File: config.mk
export PLATFORM = sky130hd
export DESIGN_NAME = trig_acq_ctrl
export DESIGN_NICKNAME = d
export VERILOG_FILES = /design/src/rtl/trig_acq_ctrl_pkg.sv /design/src/rtl/trig_acq_ctrl_edge_det.sv /design/src/rtl/trig_acq_ctrl.sv
export SDC_FILE = /design/constraint.sdc
export NUM_CORES = 1
export LEC_CHECK = 0
export ABC_CLOCK_PERIOD_IN_PS = 5830
export BUFFER_PORTS_ARGS = -buffer_cell sky130_fd_sc_hd__buf_2
export CORE_MARGIN = 10
export CORE_UTILIZATION = 55
export DETAILED_ROUTE_END_ITERATION = 10
export MAX_ROUTING_LAYER = met4
export PLACE_DENSITY = 0.77
export SETUP_SLACK_MARGIN = 0.2
export SYNTH_ARGS = -nofsm -noshare
export SYNTH_HDL_FRONTEND = slang
export SYNTH_HIERARCHICAL = 1
export SYNTH_SLANG_ARGS = --single-unit
File: constraint.sdc
create_clock -name adc_clk -period 5.83 [get_ports adc_clk]
set_input_delay 0.583 -clock adc_clk [delete_from_list [all_inputs] [get_ports adc_clk]]
set_output_delay 0.583 -clock adc_clk [all_outputs]
set_load 0.02 [all_outputs]
File: src/rtl/trig_acq_ctrl_pkg.sv
// Shared types and defaults for the acquisition sequencer.
// Latency: n/a (package only).
// Backpressure: n/a.
package trig_acq_ctrl_pkg;

   // Default widths for counters and the capture buffer address
   localparam int CNT_W_DEF  = 14;
   localparam int ADDR_W_DEF = 14;
   localparam int HOLD_W_DEF = 16;

   // Sequencer state; encodings are exported through the status register
   typedef enum logic [2:0] {
      ST_IDLE = 3'd0,
      ST_PRE  = 3'd1,
      ST_WAIT = 3'd2,
      ST_POST = 3'd3,
      ST_HOLD = 3'd4,
      ST_DONE = 3'd5
   } acq_state_t;

endpackage

File: src/rtl/trig_acq_ctrl_edge_det.sv
// Rising-edge detector for a level trigger; one flop of history.
// Latency: edge is combinational from trig against the previous-cycle level.
// Backpressure: none.
module trig_edge_det (
   input  logic clk,
   input  logic rst_n,
   input  logic trig,
   output logic trig_edge
);

   logic trig_q;

   // Remember last cycle's trigger level
   always_ff @(posedge clk or negedge rst_n) begin
      if (!rst_n) trig_q <= 1'b0;
      else        trig_q <= trig;
   end

   assign trig_edge = trig & ~trig_q;

endmodule

File: src/rtl/trig_acq_ctrl.sv
// Capture sequencer: arm -> pre-fill -> wait trigger -> post count -> hold-off/done.
// Latency: every output is registered; transitions show one cycle after the causing input.
// Backpressure: none; the capture buffer always accepts a write when wr_en_o is high.
module trig_acq_ctrl
   import trig_acq_ctrl_pkg::*;
#(
   parameter int CNT_W  = CNT_W_DEF,
   parameter int ADDR_W = ADDR_W_DEF,
   parameter int HOLD_W = HOLD_W_DEF
) (
   input  logic              adc_clk,
   input  logic              adc_rstn,
   input  logic              arm_i,
   input  logic              abort_i,
   input  logic              cont_i,
   input  logic              trig_i,
   input  logic [CNT_W-1:0]  pre_len_i,
   input  logic [CNT_W-1:0]  post_len_i,
   input  logic [HOLD_W-1:0] holdoff_i,
   output logic              wr_en_o,
   output logic [ADDR_W-1:0] wr_addr_o,
   output logic [ADDR_W-1:0] trig_addr_o,
   output logic              trig_o,
   output logic              busy_o,
   output logic              done_o,
   output logic [2:0]        state_o
);

   // One shared down-counter serves PRE, POST and HOLD, so it is as wide as the widest
   localparam int CW = (CNT_W > HOLD_W) ? CNT_W : HOLD_W;
   localparam logic [CW-1:0] ONE = {{(CW-1){1'b0}}, 1'b1};

   acq_state_t          state, state_nxt;
   logic [CW-1:0]       cnt, cnt_nxt;
   logic                latch;
   logic                trig_edge;
   logic                cont_q;
   logic [CNT_W-1:0]    pre_q, post_q;
   logic [HOLD_W-1:0]   hold_q;
   logic [ADDR_W-1:0]   wr_addr_nxt;
   logic                enter_post;

   trig_edge_det u_edge (
      .clk       (adc_clk),
      .rst_n     (adc_rstn),
      .trig      (trig_i),
      .trig_edge (trig_edge)
   );

   // Address advances after each written sample and wraps naturally
   assign wr_addr_nxt = wr_addr_o + {{(ADDR_W-1){1'b0}}, wr_en_o};
   assign enter_post  = (state == ST_WAIT) && (state_nxt == ST_POST);

   // Next-state and counter reload; abort overrides every other event
   always_comb begin
      state_nxt = state;
      cnt_nxt   = cnt;
      latch     = 1'b0;
      if (abort_i) begin
         state_nxt = ST_IDLE;
      end else begin
         case (state)
            ST_IDLE, ST_DONE: begin
               if (arm_i) begin
                  latch = 1'b1;
                  if (pre_len_i == '0) begin
                     state_nxt = ST_WAIT;
                  end else begin
                     state_nxt = ST_PRE;
                     cnt_nxt   = CW'(pre_len_i) - ONE;
                  end
               end
            end
            ST_PRE: begin
               // Trigger edges here are deliberately not looked at
               if (cnt == '0) state_nxt = ST_WAIT;
               else           cnt_nxt   = cnt - ONE;
            end
            ST_WAIT: begin
               if (trig_edge) begin
                  state_nxt = ST_POST;
                  cnt_nxt   = (post_q == '0) ? '0 : CW'(post_q) - ONE;
               end
            end
            ST_POST: begin
               if (cnt != '0) begin
                  cnt_nxt = cnt - ONE;
               end else if (!cont_q) begin
                  state_nxt = ST_DONE;
               end else if (hold_q != '0) begin
                  state_nxt = ST_HOLD;
                  cnt_nxt   = CW'(hold_q) - ONE;
               end else if (pre_q == '0) begin
                  state_nxt = ST_WAIT;
               end else begin
                  state_nxt = ST_PRE;
                  cnt_nxt   = CW'(pre_q) - ONE;
               end
            end
            ST_HOLD: begin
               if (cnt != '0) begin
                  cnt_nxt = cnt - ONE;
               end else if (pre_q == '0) begin
                  state_nxt = ST_WAIT;
               end else begin
                  state_nxt = ST_PRE;
                  cnt_nxt   = CW'(pre_q) - ONE;
               end
            end
            default: state_nxt = ST_IDLE;
         endcase
      end
   end

   // State, counter, latched config and registered outputs decoded from the next state
   always_ff @(posedge adc_clk or negedge adc_rstn) begin
      if (!adc_rstn) begin
         state       <= ST_IDLE;
         cnt         <= '0;
         cont_q      <= 1'b0;
         pre_q       <= '0;
         post_q      <= '0;
         hold_q      <= '0;
         wr_en_o     <= 1'b0;
         wr_addr_o   <= '0;
         trig_addr_o <= '0;
         trig_o      <= 1'b0;
         busy_o      <= 1'b0;
         done_o      <= 1'b0;
         state_o     <= 3'd0;
      end else begin
         state     <= state_nxt;
         cnt       <= cnt_nxt;
         wr_addr_o <= wr_addr_nxt;
         if (latch) begin
            cont_q <= cont_i;
            pre_q  <= pre_len_i;
            post_q <= post_len_i;
            hold_q <= holdoff_i;
         end
         // The trigger sample is the write that lands in the first POST cycle
         if (enter_post) trig_addr_o <= wr_addr_nxt;
         trig_o  <= enter_post;
         wr_en_o <= (state_nxt == ST_PRE) || (state_nxt == ST_WAIT) || (state_nxt == ST_POST);
         busy_o  <= (state_nxt == ST_PRE) || (state_nxt == ST_WAIT) ||
                    (state_nxt == ST_POST) || (state_nxt == ST_HOLD);
         done_o  <= (state_nxt == ST_DONE);
         state_o <= state_nxt;
      end
   end

endmodule

==> results.md <==
- sky130_fd_sc_hd__dfrtp_1 is the most common cell in the netlist.
- Buffers inserted to repair hold after CTS numbered 0.
- Synthesis inferred 97 register bits.
- VDD sags by at most 0.178 mV.
- The area fraction of the dominant cell type after synthesis is 40.3%.
- The number of slew-limit violations in the final report is 0.
- The share of cells above drive strength 1 is 25.3%.
- From synthesis to final layout, the design area changed by 11.8%.
- Signal routing reaches up to met4.
- The number of max-cap violations is 0.
- For this design the top-level I/O count stands at 85.
- The die covers 15500 um2.
- For this run, the post-layout net count is 750.
- Counting flops with a built-in enable in the synthesized netlist gives 0.
- The routed layout has 5158 vias.
- The cell type of the slowest stage on the worst timing path is sky130_fd_sc_hd__nor4_2.
- The number of nets in the synthesized netlist is 674.
- The floorplan step set the die width to 125 um.
- The final-layout fill cell count is 921.
- The number of diodes added for antenna fixing is 0.
- By area the synthesized netlist is led by sky130_fd_sc_hd__dfrtp_1 40%, sky130_fd_sc_hd__mux2_2 7.1%, sky130_fd_sc_hd__xnor2_1 4.9%, sky130_fd_sc_hd__nor2_1 3.3%, sky130_fd_sc_hd__xor2_1 3.1%.
- In the routed design, unresolved DRC markers number 0.
- The netlist uses 73 different library cells.
- The routed length on met1 is 7370 um.
- The number of buffers inserted during clock tree synthesis is 9.
- The final design area excluding fillers is 6730 um2.
- In this run the critical register-to-register path is captured at trig_addr_o[4]$_DFFE_PN0P_.
- Tracing the worst setup path back leads to its startpoint at pre_q[9]$_DFFE_PN0P_.
- The clock latency reported for the late side of the worst-skew pair is 380 ps.
- The cell depth of the worst flop-to-flop path is 7.
- The top cell type by total area after synthesis is sky130_fd_sc_hd__dfrtp_1.
- The number of vias per cell is 6.17.
- Detailed routing placed a total of 8180 um of wire on met2.
- The worst setup path is captured at a flop.
- The number of hold violations in the final report is 0.
- The accumulated negative setup slack is 0 ps.
- Setup repair after global routing left no endpoint under its margin.
- Wire segments on met3 add up to 1190 um in the final route.
- The mean instance size in the synthesized netlist is 9.78 um2.
- In this run the remaining antenna-violating nets after routing total 0.
- Ranked by instance count, the synthesized netlist is headed by 97 x sky130_fd_sc_hd__dfrtp_1, 53 x sky130_fd_sc_hd__nor2_1, 46 x sky130_fd_sc_hd__nand2_1.
- The routed design has 17100 um of wire.
- The placer's final routability congestion estimate is 0.980.
- In this run the worst path has a maximum fanout of 17.
- The signal on the critical path passes through nor4_2 > nand4_4 > a2bb2oi_1 > o21ai_2 > a211oi_2 > or3_1 > mux2_1.
- The root buffer cell chosen for the clock tree is sky130_fd_sc_hd__clkbuf_8.
- The HPWL after detailed placement is 13000 um.
- The die is 125 um tall.
- In this run the post-CTS setup repair buffer count came out at 0.
- After synthesis, the share of flip-flops with an asynchronous set or reset is 100%.
- CTS saw 97 sinks.
- The required time reported for the critical path endpoint is 6090 ps.
- After detailed placement, the design holds a cell count of 820.
- The number of instances resized during post-cts repair is 0.
- The number of port buffers is 84.
- The final critical path time including I/O delays and setup is 3470 ps.
- The fraction of the cycle the final worst path needs is 59.6%.
- The number of standard cells after synthesis is 615.
- The starting utilization of the core area is 55.8%.
- The area used by multi-input combinational logic is 3420 um2.
- For this design the ratio of total power to cell area is 305 nW/um2.
- The min-delay analysis places its worst path in the category in2async.
- STA classifies the critical path startpoint as a flop.
- The first global-routing pass estimated 27800 um of wire.
- The number of antenna violations at the first check in global routing came to 0.
- The first-pass iteration count of the detailed router is 5.
- The pin slew with the least headroom to its limit is 1180 ps.
- The most used flip-flop cell after synthesis is sky130_fd_sc_hd__dfrtp_1.
- Setup violations remaining at the end of the flow were counted as 0.
- The final setup skew is 16.1 ps.
- The worst reg2reg path startpoint is pre_q[9]$_DFFE_PN0P_.
- Summed over all cells, the static leakage comes to 2.92 nW.
- The number of global-route vias before repair was 5237.
- The total global-route track usage is 22.1%.
- Summed over all layers, the global routing overflow is 0.
- The clock tree synthesis step divided the H-tree into 3 levels.
- For this run, the register share of the synthesized area comes to 40.3%.
- The maximum number of pins on one net before global-route repair is 54.
- The clock passes through at most 2 buffers.
- The largest incremental delay on the critical path is 700 ps.
- Timing would allow up to 0.288 GHz.
- Clock-pin slew was measured on the worst setup and hold paths at 110 ps.
- The count of warnings emitted by yosys is 6.
- The critical path in this run is classified as reg2reg.
- Across the whole layout, storage elements account for 2430 um2.
- After detailed routing, the average wire length per cell comes to 20.4 um.
- The detailed router's first-iteration violation count is 497.
- After the flow finishes, the layout carries non-filler instances totaling 836.
- The run finished with clean final reports.
- The core region area is 10800 um2.
- Setup slack on the worst reg-to-reg path comes out at 2360 ps.
- The mapped netlist covers 6020 um2.
- The post-placement cell area is 6550 um2.
- The tightest slew margin relative to the limit is 21.2%.
- Data arrives at the worst endpoint at 3730 ps.
- The CTS tree is built.
- The standard-cell row count is 38.
## registers in the layout, indices dropped and copies added (netlist names)
register / cells
post_q: 14
trig_o: 1
wr_en_o: 1
cont_q: 1
done_o: 1
busy_o: 1
state: 3
cnt: 16
trig_addr_o: 14
hold_q: 16
wr_addr_o: 14
pre_q: 14
u_edge/trig_q: 1
## critical path: cells and delay by family, from the launching register on
family | cells | cell delay [ps]
and+or+nand+nor | 3 | 1770
DFF | 1 | 460
muxes | 1 | 400
AOI/OAI and AO/OA | 3 | 730
## routing by layer
| layer | GRT usage (%) | up-vias |
|---|---|---|
| met2 | 34.9 | 244 |
| met5 | - | - |
| li1 | - | 2398 |
| met1 | 28.2 | 2488 |
| met4 | 5.83 | 0 |
| met3 | 4.47 | 28 |
## stage by stage
step	setup WS, ps	utilization [%]	total power [mW]	hold slack [ps]
after floorplan	3190	-	1.40	287
after global placement	2370	60.7	1.60	473
after detailed placement	2270	60.7	1.63	484
after CTS	2400	62.3	2.05	261
after global routing	2200	62.3	2.16	280
final	2360	62.3	2.05	233
## layout by cell type, fill, tap and decap left out, types with 3 or more instances in the layout
master / Yosys / routed
sky130_fd_sc_hd__dfrtp_1: 97 / 97
sky130_fd_sc_hd__buf_2: 3 / 83
sky130_fd_sc_hd__nor2_1: 53 / 52
sky130_fd_sc_hd__nand2_1: 46 / 46
sky130_fd_sc_hd__mux2_2: 38 / 38
sky130_fd_sc_hd__o21ai_0: 35 / 35
sky130_fd_sc_hd__xnor2_1: 34 / 34
sky130_fd_sc_hd__nor3_1: 28 / 28
sky130_fd_sc_hd__a21oi_1: 24 / 24
sky130_fd_sc_hd__xor2_1: 21 / 21
sky130_fd_sc_hd__inv_1: 18 / 18
sky130_fd_sc_hd__nand3_1: 15 / 15
sky130_fd_sc_hd__or3_1: 13 / 13
sky130_fd_sc_hd__o22ai_1: 11 / 11
sky130_fd_sc_hd__mux2i_1: 9 / 9
sky130_fd_sc_hd__mux2_4: 9 / 9
sky130_fd_sc_hd__ha_1: 9 / 9
sky130_fd_sc_hd__clkbuf_8: 0 / 9
sky130_fd_sc_hd__nor4_1: 8 / 8
sky130_fd_sc_hd__nand2b_1: 8 / 8
sky130_fd_sc_hd__or4_1: 8 / 8
sky130_fd_sc_hd__o31ai_1: 8 / 8
sky130_fd_sc_hd__nor2b_1: 7 / 7
sky130_fd_sc_hd__buf_4: 0 / 6
sky130_fd_sc_hd__nand4_1: 5 / 5
sky130_fd_sc_hd__or2_2: 5 / 5
sky130_fd_sc_hd__mux2_1: 5 / 5
sky130_fd_sc_hd__nor4_4: 4 / 4
sky130_fd_sc_hd__a311oi_1: 4 / 4
sky130_fd_sc_hd__o211ai_1: 4 / 4
sky130_fd_sc_hd__o221ai_1: 4 / 4
sky130_fd_sc_hd__and3_1: 3 / 3
sky130_fd_sc_hd__a22oi_1: 3 / 3
sky130_fd_sc_hd__o2111ai_1: 3 / 3
sky130_fd_sc_hd__o31a_1: 3 / 3
sky130_fd_sc_hd__o21ai_1: 3 / 3
## worst max path at each step
stage / slack (ps) / to
final: 2360 / trig_addr_o[4]$_DFFE_PN0P_
after global routing: 2200 / trig_addr_o[4]$_DFFE_PN0P_
after CTS: 2400 / trig_addr_o[4]$_DFFE_PN0P_
after detailed placement: 2270 / trig_addr_o[4]$_DFFE_PN0P_
after global placement: 2370 / trig_addr_o[4]$_DFFE_PN0P_
after floorplan: 3190 / trig_addr_o[0]$_DFFE_PN0P_
## report_power, final
part	total [mW]	leakage (nW)	internal [mW]	switching, mW
combinational	0.616	1.62	0.273	0.343
clock	0.426	0.0892	0.162	0.264
sequential	1.01	1.21	0.806	0.201
total	2.05	2.92	1.24	0.808
## cell families after synthesis
logic type	synth area share [%]
buf+inv	2.99
compound gates	13.9
mux	11.8
xor+xnor	8.01
flops	40.3
fa+ha+maj	1.87
simple gates	21.1
## area by class of cell
type / count / share of cell area [%]
clock buffers: 10 / 1.90
multi-input cells: 476 / 50.8
clock inverters: 6 / 0.744
flip-flops and latches: 97 / 36.1
inverters: 18 / 1.00
well taps: 140 / 2.60
repair buffers: 89 / 6.85
No activity file was read; power rests on OpenSTA's default activity.
